### src/rtl/ps2_key_pkg.sv
// Shared types and constants for the PS/2 key entry controller.
// Optional typematic-repeat filter in the top is enabled by KEY_REPEAT_FILTER_EN.
package ps2_key_pkg;

    typedef enum logic [2:0] {
        IDLE = 3'd0,
        BRK  = 3'd1,
        EXT  = 3'd2,
        DEC  = 3'd3,
        WAIT = 3'd4
    } state_t;

    localparam logic [7:0] BREAK_CODE_DEF = 8'hF0;
    localparam logic [7:0] EXT_CODE_DEF   = 8'hE0;

    // Bit positions within the decoder's one-hot flag vector
    localparam int NUMBER_F = 0;
    localparam int ENTER_F  = 1;
    localparam int MANAGE_F = 2;

    localparam logic [4:0] CMD_N = 5'h10;
    localparam logic [4:0] CMD_R = 5'h11;

endpackage

### src/rtl/ps2_key_entry_ctrl_hex_accumulator.sv
// Hex operand accumulator: shifts in digits, clears, reloads a saved operand; 1-cycle update.
// No backpressure; a digit beyond DIGITS and any externally reported drop set the sticky ovf.
module hex_accumulator
    import ps2_key_pkg::*;
#(
    parameter  int DIGITS = 4,
    localparam int W      = 4 * DIGITS,
    localparam int CW     = $clog2(DIGITS + 1)
) (
    input  logic          clk,
    input  logic          rst,
    input  logic          i_shift,
    input  logic [3:0]    i_digit,
    input  logic          i_clear,
    input  logic          i_load,
    input  logic [W-1:0]  i_load_val,
    input  logic          i_commit,
    input  logic          i_drop,
    output logic [W-1:0]  o_value,
    output logic [CW-1:0] o_cnt,
    output logic          o_ovf
);

    localparam logic [CW-1:0] MAX_CNT = CW'(DIGITS);

    logic [W-1:0]  r_value;
    logic [CW-1:0] r_cnt;
    logic          r_ovf;
    logic          w_full;

    assign w_full = (r_cnt >= MAX_CNT);

    always_ff @(posedge clk or posedge rst) begin
        if (rst) begin
            r_value <= '0;
            r_cnt   <= '0;
            r_ovf   <= 1'b0;
        end else begin
            if (i_clear) begin
                r_value <= '0;
                r_cnt   <= '0;
            end else if (i_load) begin
                r_value <= i_load_val;
                r_cnt   <= MAX_CNT;
            end else if (i_commit) begin
                r_value <= '0;
                r_cnt   <= '0;
            end else if (i_shift && !w_full) begin
                r_value <= {r_value[W-5:0], i_digit};
                r_cnt   <= r_cnt + CW'(1);
            end
            // A drop in the same cycle as a clear still leaves ovf set: the loss is newer
            r_ovf <= (r_ovf & ~i_clear) | i_drop | (i_shift & w_full);
        end
    end

    assign o_value = r_value;
    assign o_cnt   = r_cnt;
    assign o_ovf   = r_ovf;

endmodule

### src/rtl/ps2_key_entry_ctrl.sv
// PS/2 byte sequencer feeding an external keycode decoder and a hex operand builder; scan->value 2 cycles.
// Commit port is valid/ready; bytes arriving while decoding or awaiting ready are dropped and flag ovf. Macro: KEY_REPEAT_FILTER_EN.
module ps2_key_entry_ctrl
    import ps2_key_pkg::*;
#(
    parameter  int         DIGITS     = 4,
    parameter  logic [7:0] BREAK_CODE = BREAK_CODE_DEF,
    parameter  logic [7:0] EXT_CODE   = EXT_CODE_DEF,
    localparam int         W          = 4 * DIGITS,
    localparam int         CW         = $clog2(DIGITS + 1)
) (
    input  logic          clk,
    input  logic          rst,
    input  logic          scan_valid,
    input  logic [7:0]    scan_code,
    output logic [7:0]    key_code,
    input  logic [4:0]    dec_out,
    input  logic [2:0]    dec_flags,
    output logic [W-1:0]  value,
    output logic [CW-1:0] digit_cnt,
    output logic          commit_valid,
    output logic [W-1:0]  commit_data,
    input  logic          commit_ready,
    output logic          ovf
);

    state_t        r_state;
    state_t        w_next;
    logic [7:0]    r_key_code;
    logic          r_commit_valid;
    logic [W-1:0]  r_commit_data;
    logic [W-1:0]  r_last_commit;

    logic [W-1:0]  w_value;
    logic [CW-1:0] w_cnt;
    logic          w_ovf;

    logic          w_is_brk;
    logic          w_is_ext;
    logic          w_repeat;
    logic          w_latch;
    logic          w_shift;
    logic          w_commit;
    logic          w_clear;
    logic          w_load;
    logic          w_drop;

    assign w_is_brk = (scan_code == BREAK_CODE);
    assign w_is_ext = (scan_code == EXT_CODE);

`ifdef KEY_REPEAT_FILTER_EN
    logic [7:0] r_held;
    logic       r_held_vld;

    assign w_repeat = r_held_vld && (scan_code == r_held);

    // Only the break of the held key forgets it; other breaks leave the filter armed
    always_ff @(posedge clk or posedge rst) begin
        if (rst) begin
            r_held     <= '0;
            r_held_vld <= 1'b0;
        end else if (w_latch) begin
            r_held     <= scan_code;
            r_held_vld <= 1'b1;
        end else if ((r_state == BRK) && scan_valid && w_repeat) begin
            r_held_vld <= 1'b0;
        end
    end
`else
    assign w_repeat = 1'b0;
`endif

    always_ff @(posedge clk or posedge rst) begin
        if (rst) r_state <= IDLE;
        else     r_state <= w_next;
    end

    always_comb begin
        w_next = r_state;
        case (r_state)
            IDLE: begin
                if (scan_valid) begin
                    if (w_is_brk)      w_next = BRK;
                    else if (w_is_ext) w_next = EXT;
                    else if (!w_repeat) w_next = DEC;
                end
            end
            BRK: begin
                if (scan_valid) w_next = IDLE;
            end
            EXT: begin
                if (scan_valid) w_next = w_is_brk ? BRK : IDLE;
            end
            DEC: begin
                w_next = w_commit ? WAIT : IDLE;
            end
            WAIT: begin
                if (commit_ready) w_next = IDLE;
            end
            default: w_next = IDLE;
        endcase
    end

    // Decoder outputs are combinational on key_code, so they are only meaningful in DEC
    always_comb begin
        w_latch  = 1'b0;
        w_shift  = 1'b0;
        w_commit = 1'b0;
        w_clear  = 1'b0;
        w_load   = 1'b0;
        w_drop   = 1'b0;
        case (r_state)
            IDLE: begin
                w_latch = scan_valid && !w_is_brk && !w_is_ext && !w_repeat;
            end
            DEC: begin
                w_drop = scan_valid;
                if (dec_flags[NUMBER_F]) begin
                    w_shift = 1'b1;
                end else if (dec_flags[ENTER_F]) begin
                    w_commit = (w_cnt != '0);
                end else if (dec_flags[MANAGE_F]) begin
                    w_clear = (dec_out == CMD_N);
                    w_load  = (dec_out == CMD_R);
                end
            end
            WAIT: begin
                w_drop = scan_valid;
            end
            default: ;
        endcase
    end

    always_ff @(posedge clk or posedge rst) begin
        if (rst) begin
            r_key_code     <= '0;
            r_commit_valid <= 1'b0;
            r_commit_data  <= '0;
            r_last_commit  <= '0;
        end else begin
            if (w_latch) r_key_code <= scan_code;
            if (w_commit) begin
                r_commit_valid <= 1'b1;
                r_commit_data  <= w_value;
                r_last_commit  <= w_value;
            end else if ((r_state == WAIT) && commit_ready) begin
                r_commit_valid <= 1'b0;
            end
        end
    end

    hex_accumulator #(
        .DIGITS (DIGITS)
    ) u_acc (
        .clk        (clk),
        .rst        (rst),
        .i_shift    (w_shift),
        .i_digit    (dec_out[3:0]),
        .i_clear    (w_clear),
        .i_load     (w_load),
        .i_load_val (r_last_commit),
        .i_commit   (w_commit),
        .i_drop     (w_drop),
        .o_value    (w_value),
        .o_cnt      (w_cnt),
        .o_ovf      (w_ovf)
    );

    assign key_code     = r_key_code;
    assign value        = w_value;
    assign digit_cnt    = w_cnt;
    assign commit_valid = r_commit_valid;
    assign commit_data  = r_commit_data;
    assign ovf          = w_ovf;

endmodule

### config.mk
export PLATFORM = sky130hd
export DESIGN_NAME = ps2_key_entry_ctrl
export DESIGN_NICKNAME = d
export VERILOG_FILES = /design/src/rtl/ps2_key_pkg.sv /design/src/rtl/ps2_key_entry_ctrl_hex_accumulator.sv /design/src/rtl/ps2_key_entry_ctrl.sv
export SDC_FILE = /design/constraint.sdc
export NUM_CORES = 1
export LEC_CHECK = 0
export ABC_AREA = 1
export ABC_CLOCK_PERIOD_IN_PS = 1600
export CORE_UTILIZATION = 48
export DETAILED_ROUTE_END_ITERATION = 10
export PLACE_DENSITY = 0.8
export RECOVER_POWER = 50
export SYNTH_ARGS = -nofsm -noshare
export SYNTH_HDL_FRONTEND = slang
export SYNTH_SLANG_ARGS = --single-unit
### constraint.sdc
create_clock -name clk -period 1.6 [get_ports clk]
set_input_delay 0.32 -clock clk [delete_from_list [all_inputs] [get_ports clk]]
set_output_delay 0.32 -clock clk [all_outputs]
set_load 0.03 [all_outputs]
Word level (Yosys, flattened, before mapping)
Cells that the tools add are included.
- word-level logic and storage cells: 73
- flip-flop bits (word level): 48
- output and inout bits: 45
- eq/ne operators: 12
- bitwise gates (word level): 5
- order comparisons: 1
- mux-type cells: 34
- reductions and logical operators: 13
- add/sub/neg operators: 1
- operator list (kind ; count):
    two-way mux 16 bit ; 4
    two-way mux 3 bit ; 9
    two-way mux 1 bit ; 19
    == test 8 bit, second input constant ; 2
    case mux 3 bit (5 select lines) ; 1
    == test 5 bit, second input constant ; 2
    inequality test 2 bit, second input constant ; 4
    == test 3 x 2 -> 1 bit, second input constant ; 2
    logical AND 1 bit ; 4
    AND reduction 4 bit ; 1
    nonzero test 4 bit ; 1
    adder 3 x 1 -> 3 bit, second input constant ; 1
    == test 3 x 1 -> 1 bit, second input constant ; 1
    == test 3 bit, second input constant ; 1
    greater-or-equal comparator 3 bit, second input constant ; 1
    zero test 1 bit ; 3
    zero test 3 bit ; 1
    nonzero test 3 bit ; 1
    AND 1 bit ; 2
    two-way mux 2 bit ; 1
    OR 1 bit ; 2
    nonzero test 2 bit ; 1
    OR reduction 2 bit ; 1
    inverter 1 bit ; 1

Logic depth before layout (Yosys ltp)
Gate-level depths: netlist (run 1).
- depth in word-level cells: 9
- depth in mapped cells: 9
- gate-level depth less buffers: 8

Modules after synthesis
From an unflattened synthesis (run 1), not the netlist that was laid out.
- cell total of the unflattened synthesis: 310
- area, all modules: 2376.0 µm²
- modules (own cells, without submodules) (module ; cells each ; instances ; area each (µm²)):
    ps2_key_entry_ctrl ; 160 ; 1 ; 1295.0
    hex_accumulator ; 150 ; 1 ; 1081.0

Least setup slack after synthesis (run 1)
No wires, ideal clock.
- kind: reg-to-reg
- start point: register u_acc.r_cnt[0] (netlist: u_acc.o_cnt[0])
- end point: register r_last_commit[11]
- data required time: 1468 ps
- setup time: 132 ps
- stages on the path, launching flop included: 8
- path slack: 5 ps
- arrival: 1462 ps
- path through: dfrtp_1 -> inv_1 -> ha_1 -> nand2_1 -> nand2_1 -> nor2_1 -> clkbuf_1 -> o21ai_0
- word-level cells in the longest chain between the ends: 4
- RTL lines (what ; RTL line ; text):
    from (decl) ; ps2_key_entry_ctrl_hex_accumulator.sv:27 ; logic [CW-1:0] r_cnt;
    from (signal assigned) ; ps2_key_entry_ctrl_hex_accumulator.sv:50 ; r_cnt <= r_cnt + CW'(1);
    nonzero test 3 bit ; ps2_key_entry_ctrl.sv:121 ; w_commit = (w_cnt != '0);
    two-way mux 1 bit ; ps2_key_entry_ctrl.sv:120 ; end else if (dec_flags[ENTER_F]) begin
    two-way mux 1 bit ; ps2_key_entry_ctrl.sv:118 ; if (dec_flags[NUMBER_F]) begin
    two-way mux 1 bit ; ps2_key_entry_ctrl.sv:112 ; case (r_state)
    to (signal assigned) ; ps2_key_entry_ctrl.sv:145 ; r_last_commit <= w_value;
    to (decl) ; ps2_key_entry_ctrl.sv:32 ; logic [W-1:0] r_last_commit;
Every way passes these cells.
A chain may end at the register's enable or synchronous reset.

Final worst setup path (run 1)
- start point: register u_acc.r_value[11] (netlist: u_acc.o_value[11])
- end point: output port value[11]
- RTL lines (what ; RTL line ; text):
    from (decl) ; ps2_key_entry_ctrl_hex_accumulator.sv:26 ; logic [W-1:0] r_value;
    from (signal assigned) ; ps2_key_entry_ctrl_hex_accumulator.sv:43 ; r_value <= i_load_val;
    from (signal assigned) ; ps2_key_entry_ctrl_hex_accumulator.sv:49 ; r_value <= {r_value[W-5:0], i_digit};
    to (decl) ; ps2_key_entry_ctrl.sv:19 ; output logic [W-1:0] value,
No word-level cell between the ends.

==> results of run 1 <==
worst reg2reg max path: stages, from the launching register on:
cell and delay, ns:
dfrtp_1 0.42, inv_1 0.08, ha_1 0.15, nand2_1 0.08, nand3_2 0.13, buf_6 0.19
nand2_1 0.08, nand2_1 0.06, nand2_1 0.04, o21ai_1 0.15
cells in the mapped netlist, types with 2 or more instances:
library cell	number
nand2_1	135
dfrtp_1	48
nand3_1	20
inv_1	18
nor2_1	17
o21ai_0	11
o21ai_1	9
nand3b_1	8
buf_2	5
nand2_2	4
o21ai_2	4
buf_6	3
clkbuf_1	3
a21oi_1	2
ha_1	2
nand3_2	2
nor2_4	2
or2_1	2
placed cells by master (no fill, tap or decap), types with 4 or more instances in the layout:
master and instances:
buf_4 25, clkbuf_8 6, clkdlybuf4s50_1 18, dfrtp_1 48, dlygate4sd2_1 45, inv_1 16
nand2_1 135, nand3_1 20, nand3b_1 8, nor2_1 18, o21ai_0 11, o21ai_1 9
o21ai_2 4
stage by stage:
step	hold WS (ns)	util	area, µm²	std cells
after global routing	0.509	0.701	3330	460
after detailed placement	0.467	0.691	3290	451
after global placement	0.461	0.691	3290	451
after CTS	0.368	0.700	3330	459
after floorplan	0.466	-	2380	303
final	0.477	0.701	3330	460
per-layer routing:
layer / global-route usage / vias to the layer above / wire length, µm
met4: 0.0523 / 0 / 55
met3: 0.0694 / 7 / 350
met5: 0 / - / 0
met2: 0.429 / 67 / 2980
met1: 0.293 / 1052 / 2480
li1: - / 1138 / -
final timing paths:
path	from	end	slack (ns)	cells past startpoint
max	u_acc.o_value[11]	value[11]	0.11	1
min	u_acc.o_ovf	u_acc.o_ovf	0.48	2
max reg2reg	u_acc.o_cnt[0]	u_acc.o_value[4]	0.14	9
min reg2reg	u_acc.o_ovf	u_acc.o_ovf	0.48	2
max in group asynchronous	rst	key_code[5]	0.31	3
min in group asynchronous	rst	key_code[0]	0.65	3
kinds of logic (layout without fill, tap and decap cells):
group | after synthesis | count (layout) | synth area share
flops | 48 | 48 | 0.504
simple gates | 195 | 195 | 0.359
compound gates | 27 | 27 | 0.0640
xor+xnor | 1 | 1 | 0.00367
buf+inv | 30 | 120 | 0.0593
fa+ha+maj | 2 | 2 | 0.0105
flip-flops by register name, summed over array words and instances, names as in the netlist:
signal         flops
u_acc.o_cnt        3
r_state            3
r_last_commit     16
u_acc.o_ovf        1
commit_valid       1
u_acc.o_value     16
key_code           8
cell type report:
class,count,area [µm²],area share
clock inverter,2,15.0,0.00450
inverter,19,73.8,0.0221
sequential,48,1200,0.360
multi-input combinational,225,1050,0.315
tap,67,83.8,0.0251
timing repair buffer,93,828,0.248
clock buffer,6,82.6,0.0248
power breakdown:
part           leakage (nW)  switching (W)  internal [W]  total, W
clock network        0.0434       0.000422      0.000350  0.000772
logic                  1.16        0.00199       0.00109   0.00309
registers             0.619       0.000423       0.00174   0.00216
total                  1.82        0.00284       0.00318   0.00602
what timing repair did:
| item | 4_1_cts | 5_1_grt |
|---|---|---|
| hold endpoints to repair | 0 | 0 |
| setup endpoints to repair | 45 | 14 |
| hold buffers | 0 | 0 |
| buffers inserted | 0 | 1 |
| pin swaps | 0 | 0 |
| resized for setup | 45 | 6 |
==> summary.txt, run 1 <==
Timing
  – Worst Max-Slew Pin Slew: ~1.0 ns
  – Fin. Hold Viols: 0
  – Fin crit share: 0.929
  – Setup TNS: 0 ns
  – Slew headroom: 0.301
  – Setup violations, final: 0
  – Min cycle time layout: 1.49 ns
  – Final clock skew: between 0.009 and 0.01 ns
  – RSZ-0062 raised after global routing: false
  – Slew Limit Fails: 0
  – Max Clk Rate: 0.673 GHz
  – Final worst slack: 0.114 ns

Floorplan
  – Boundary Pins: 65
  – Die area: 0.00525 mm²
  – Initial Util: 0.502
  – Rows: 25
  – Die width: ~72 µm
  – Core Area: approximately 0.0048 mm²
  – Die height: 72.5 µm

Finish
  – Nets: 414
  – Area grow syn2layout: 39.8%
  – Layout cells sized above 1: 0.135
  – Fillcell total: 400
  – Diodes inserted: 0

Synth
  – Synth area leaders: dfrtp_1 50%, nand2_1 21%, nand3_1 4.2%
  – Ys Warns: 0
  – Cell variety after synth: 26
  – Synth Instances: 303
  – Post-synthesis sequential area ratio: 0.504
  – Avg Synthesized Cell Area: 7.87 µm²
  – Synthesized Nets: 325
  – Synth Flop Type: dfrtp_1
  – Synthesis-stage register bit count: 48
  – Synth top area share: 0.504
  – Post-Synthesis Cell Area: 0.00238 mm²
  – Synth area leader: dfrtp_1
  – Fraction of registers with async set/reset: 1.00
  – Number of synthesized flops with an enable pin: 0

Clock tree
  – Clock transition at path regs: 0.09 ns
  – Clock buffer count from CTS: 5
  – CTS Buffer Depth: 2
  – CTS tree: yes
  – Clock sinks: between 40 and 50
  – Clock Latency Late Sink: around 0.31 ns
  – Root Buffer: clkbuf_8
  – H-tree levels: 2

Drt
  – Antenna viol nets, final: 0
  – WL per Instance: 12.8 µm
  – Vias per cell: 4.92
  – Vias: 2,264
  – Pre-Repair DR Iteration Count: 5
  – DR iter-0 viols: 117
  – # DRC: 0
  – Post-Route WL: ~5900 µm

Critical path
  – Crit path max-delay family: flip-flops
  – Max Fanout on Critical Path: 4
  – Worst-path cell chain: dlygate4sd2_1
  – CP peak stage delay: 0.43 ns
  – CP Data Arrival Time: 1.17 ns
  – Startpoint Class: register
  – WP buf/inv: 1
  – CP required: approximately 1.3 ns
  – CP Capture Type: output pin
  – Crit path kind: reg -> out
  – CP max-delay cell: dfrtp_1

Pwr
  – Worst IR drop on VDD: 0.000904 V
  – Design Power: 0.00602 W
  – Leakage power: about 1.8 nW
  – Pwr/cell area: approximately 1800 mW/mm²

Global route
  – Pin count of the biggest net entering global routing: 49
  – First-pass GRT wire length: 9850 µm
  – Vias in the first global route: 2,134
  – Total track usage: 0.242
  – Gr ovfl total: 0
  – Initial antenna violation count: 0

Status
  – Outcome: finished clean

Job
  – Max Cap Violations: 0

Min path
  – Worst Hold Class: reg -> reg

Placement
  – I/O Buffers: 64
  – HPWL Detailed: 4270 µm
  – Dpl ws: -0.208 ns
  – Gpl congestion: about 0.77
Power figures use the tool's default switching activity.
==> run 2, diff against run 1 <==
ABC_CLOCK_PERIOD_IN_PS = default   (was 1600)
SKIP_CTS_REPAIR_TIMING = 1   (was default)
==> run 2 against run 1 <==
  * Count of clock-buffer cells in the layout did not move
  * Non-clock buffer count unchanged
  * First-iteration DRC count increased by 5.1%
  * Clock power is essentially flat
  * Final area rose by 0.15%
  * Sequential cell count did not move
  * Combinational power is 2% higher
  * Hold slack better by 0.0055 ns
  * Register-to-register slack about the same
  * Maximum frequency rose by 0.80%
  * Critical path type is now in -> reg
==> summary.txt, run 2 (synthesis results as in run 1) <==
Placement
  – Placed Instances: 451 (unchanged)
  – I/O Buffers: 64 (unchanged)
  – HPWL Detailed: 4270 µm (unchanged)
  – Gpl congestion: 0.766 (unchanged)

Global route
  – Total track usage: 0.242 (about the same)
  – Pin count of the biggest net entering global routing: 49 (unchanged)
  – First-pass GRT wire length: 9830 µm (was 9850 µm)
  – Vias in the first global route: 2,131 (was 2,134)
  – Gr ovfl total: 0 (unchanged)
  – Initial antenna violation count: 0 (unchanged)

Clock tree
  – H-tree levels: 2 (unchanged)
  – Root Buffer: clkbuf_8 (unchanged)
  – Clock transition at path regs: 0.09 ns (about the same)
  – Clock sinks: 48 (unchanged)
  – CTS Buffer Depth: 2 (unchanged)
  – Clock buffer count from CTS: 5 (unchanged)
  – CTS tree: yes (unchanged)
  – Clock Latency Late Sink: 0.31 ns (about the same)

Drt
  – Vias: 2,259 (was 2,264)
  – DR iter-0 viols: 123 (was 117)
  – Vias per cell: 4.91 (was 4.92)
  – WL per Instance: 13.2 µm (was 12.8 µm)
  – Antenna viol nets, final: 0 (unchanged)
  – Pre-Repair DR Iteration Count: 4 (was 5)
  – # DRC: 0 (unchanged)
  – Post-Route WL: 6080 µm (was 5870 µm)

Floorplan
  – Die width: 72.5 µm (unchanged)
  – Rows: 25 (unchanged)
  – Initial Util: 0.502 (unchanged)
  – Boundary Pins: 65 (unchanged)
  – Core Area: 0.00475 mm² (unchanged)
  – Die height: 72.5 µm (unchanged)
  – Die area: 0.00525 mm² (unchanged)

Critical path
  – CP max-delay cell: clkdlybuf4s50_1 (was dfrtp_1)
  – Crit path kind: in -> reg (was reg -> out)
  – Worst-path cell chain: clkdlybuf4s50_1, nor2_1, nand2_1, nor2_4, nand3_1, nand2_4, o21ai_0 (was dlygate4sd2_1)
  – CP Data Arrival Time: 1.67 ns (was 1.17 ns)
  – CP Capture Type: register (was output pin)
  – Max Fanout on Critical Path: 12 (was 4)
  – CP peak stage delay: 0.44 ns (was 0.43 ns)
  – CP required: 1.79 ns (was 1.28 ns)
  – Startpoint Class: input port (was register)

Pwr
  – Worst IR drop on VDD: 0.000850 V (was 0.000904 V)
  – Pwr/cell area: 1830 mW/mm² (was 1800 mW/mm²)
  – Leakage power: 2.02 nW (was 1.82 nW)

Timing
  – Fin crit share: 0.921 (was 0.929)
  – Slew Limit Fails: 0 (unchanged)
  – Fin. Hold Viols: 0 (unchanged)
  – Slew headroom: 0.313 (was 0.301)
  – Hold slack: 0.482 ns (was 0.477 ns)
  – Worst Max-Slew Pin Slew: 1.03 ns (was 1.05 ns)
  – RSZ-0062 raised after global routing: false (unchanged)
  – Min cycle time layout: 1.47 ns (was 1.49 ns)
  – Max Clk Rate: 0.678 GHz (was 0.673 GHz)
  – Setup violations, final: 0 (unchanged)
  – Final clock skew: 0.00892 ns (was 0.00928 ns)

Finish
  – Fin cells: 460 (unchanged)
  – Area of the multi-input gates: 0.00105 mm² (about the same)
  – Nets: 414 (unchanged)
  – Layout cells sized above 1: 0.137 (was 0.135)
  – Fillcell total: 397 (was 400)
  – Most common cell after layout, fill and taps aside: nand2_1 (unchanged)
  – Area grow syn2layout: 40.0% (was 39.8%)
  – Most frequent cells in the layout: 135 x nand2_1, 48 x dfrtp_1, 26 x dlymetal6s2s_1 (was 135 x nand2_1, 48 x dfrtp_1, 45 x dlygate4sd2_1)
  – Sequential Area: 0.00120 mm² (unchanged)
  – Diodes inserted: 0 (unchanged)

Min path
  – Worst Hold Class: reg -> reg (unchanged)

Status
  – Outcome: finished clean (unchanged)

Job
  – Max Cap Violations: 0 (unchanged)
[run 2: worst max-delay path: cells and delay by family]
family / cells / cell delay (ns)
compound gates: 1 / 0.10
buf+inv: 1 / 0.44
simple gates: 5 / 0.80
[run 2: final timing paths]
kind / slack (ns) / start / to / cells past startpoint
setup / recovery: 0.13 / dec_flags[0] / u_acc.o_value[14] / 7
hold / removal: 0.48 / commit_valid / commit_valid / 2
setup reg to reg: 0.15 / u_acc.o_cnt[1] / u_acc.o_value[6] / 9
hold reg to reg: 0.48 / commit_valid / commit_valid / 2
max in group asynchronous: 0.33 / rst / key_code[5] / 3
min in group asynchronous: 0.64 / rst / key_code[1] / 3
[run 2: area by class of cell]
cell class	count	share of cell area
sequential	48	0.360
multi-input combinational	225	0.315
timing repair buffer	93	0.249
tap	67	0.0251
clock buffer	6	0.0247
inverter	19	0.0221
clock inverter	2	0.00450
[run 2: routing by layer]
metal / wire [µm] / track usage
met5: 0 / 0
met4: 51 / 0.0523
met3: 325 / 0.0708
met2: 3180 / 0.428
met1: 2520 / 0.292
[run 2: power by group]
part / total, W / switching [W] / internal, W
registers: 0.00217 / 0.000435 / 0.00174
logic: 0.00316 / 0.00202 / 0.00114
clock network: 0.000775 / 0.000425 / 0.000350
total: 0.00610 / 0.00288 / 0.00322
[run 2: stage by stage]
stage | setup slack [ns] | setup TNS [ns] | total power, W | util | instance area [µm²]
final | 0.126 | 0 | 0.00610 | 0.702 | 3340
after global placement | -0.161 | -2.50 | 0.00555 | 0.691 | 3290
after CTS | -0.192 | -4.45 | 0.00643 | 0.712 | 3380
after detailed placement | -0.208 | -4.25 | 0.00562 | 0.691 | 3290
after floorplan | 0.00544 | 0 | 0.00412 | - | 2380
after global routing | 0.0264 | 0 | 0.00649 | 0.702 | 3340
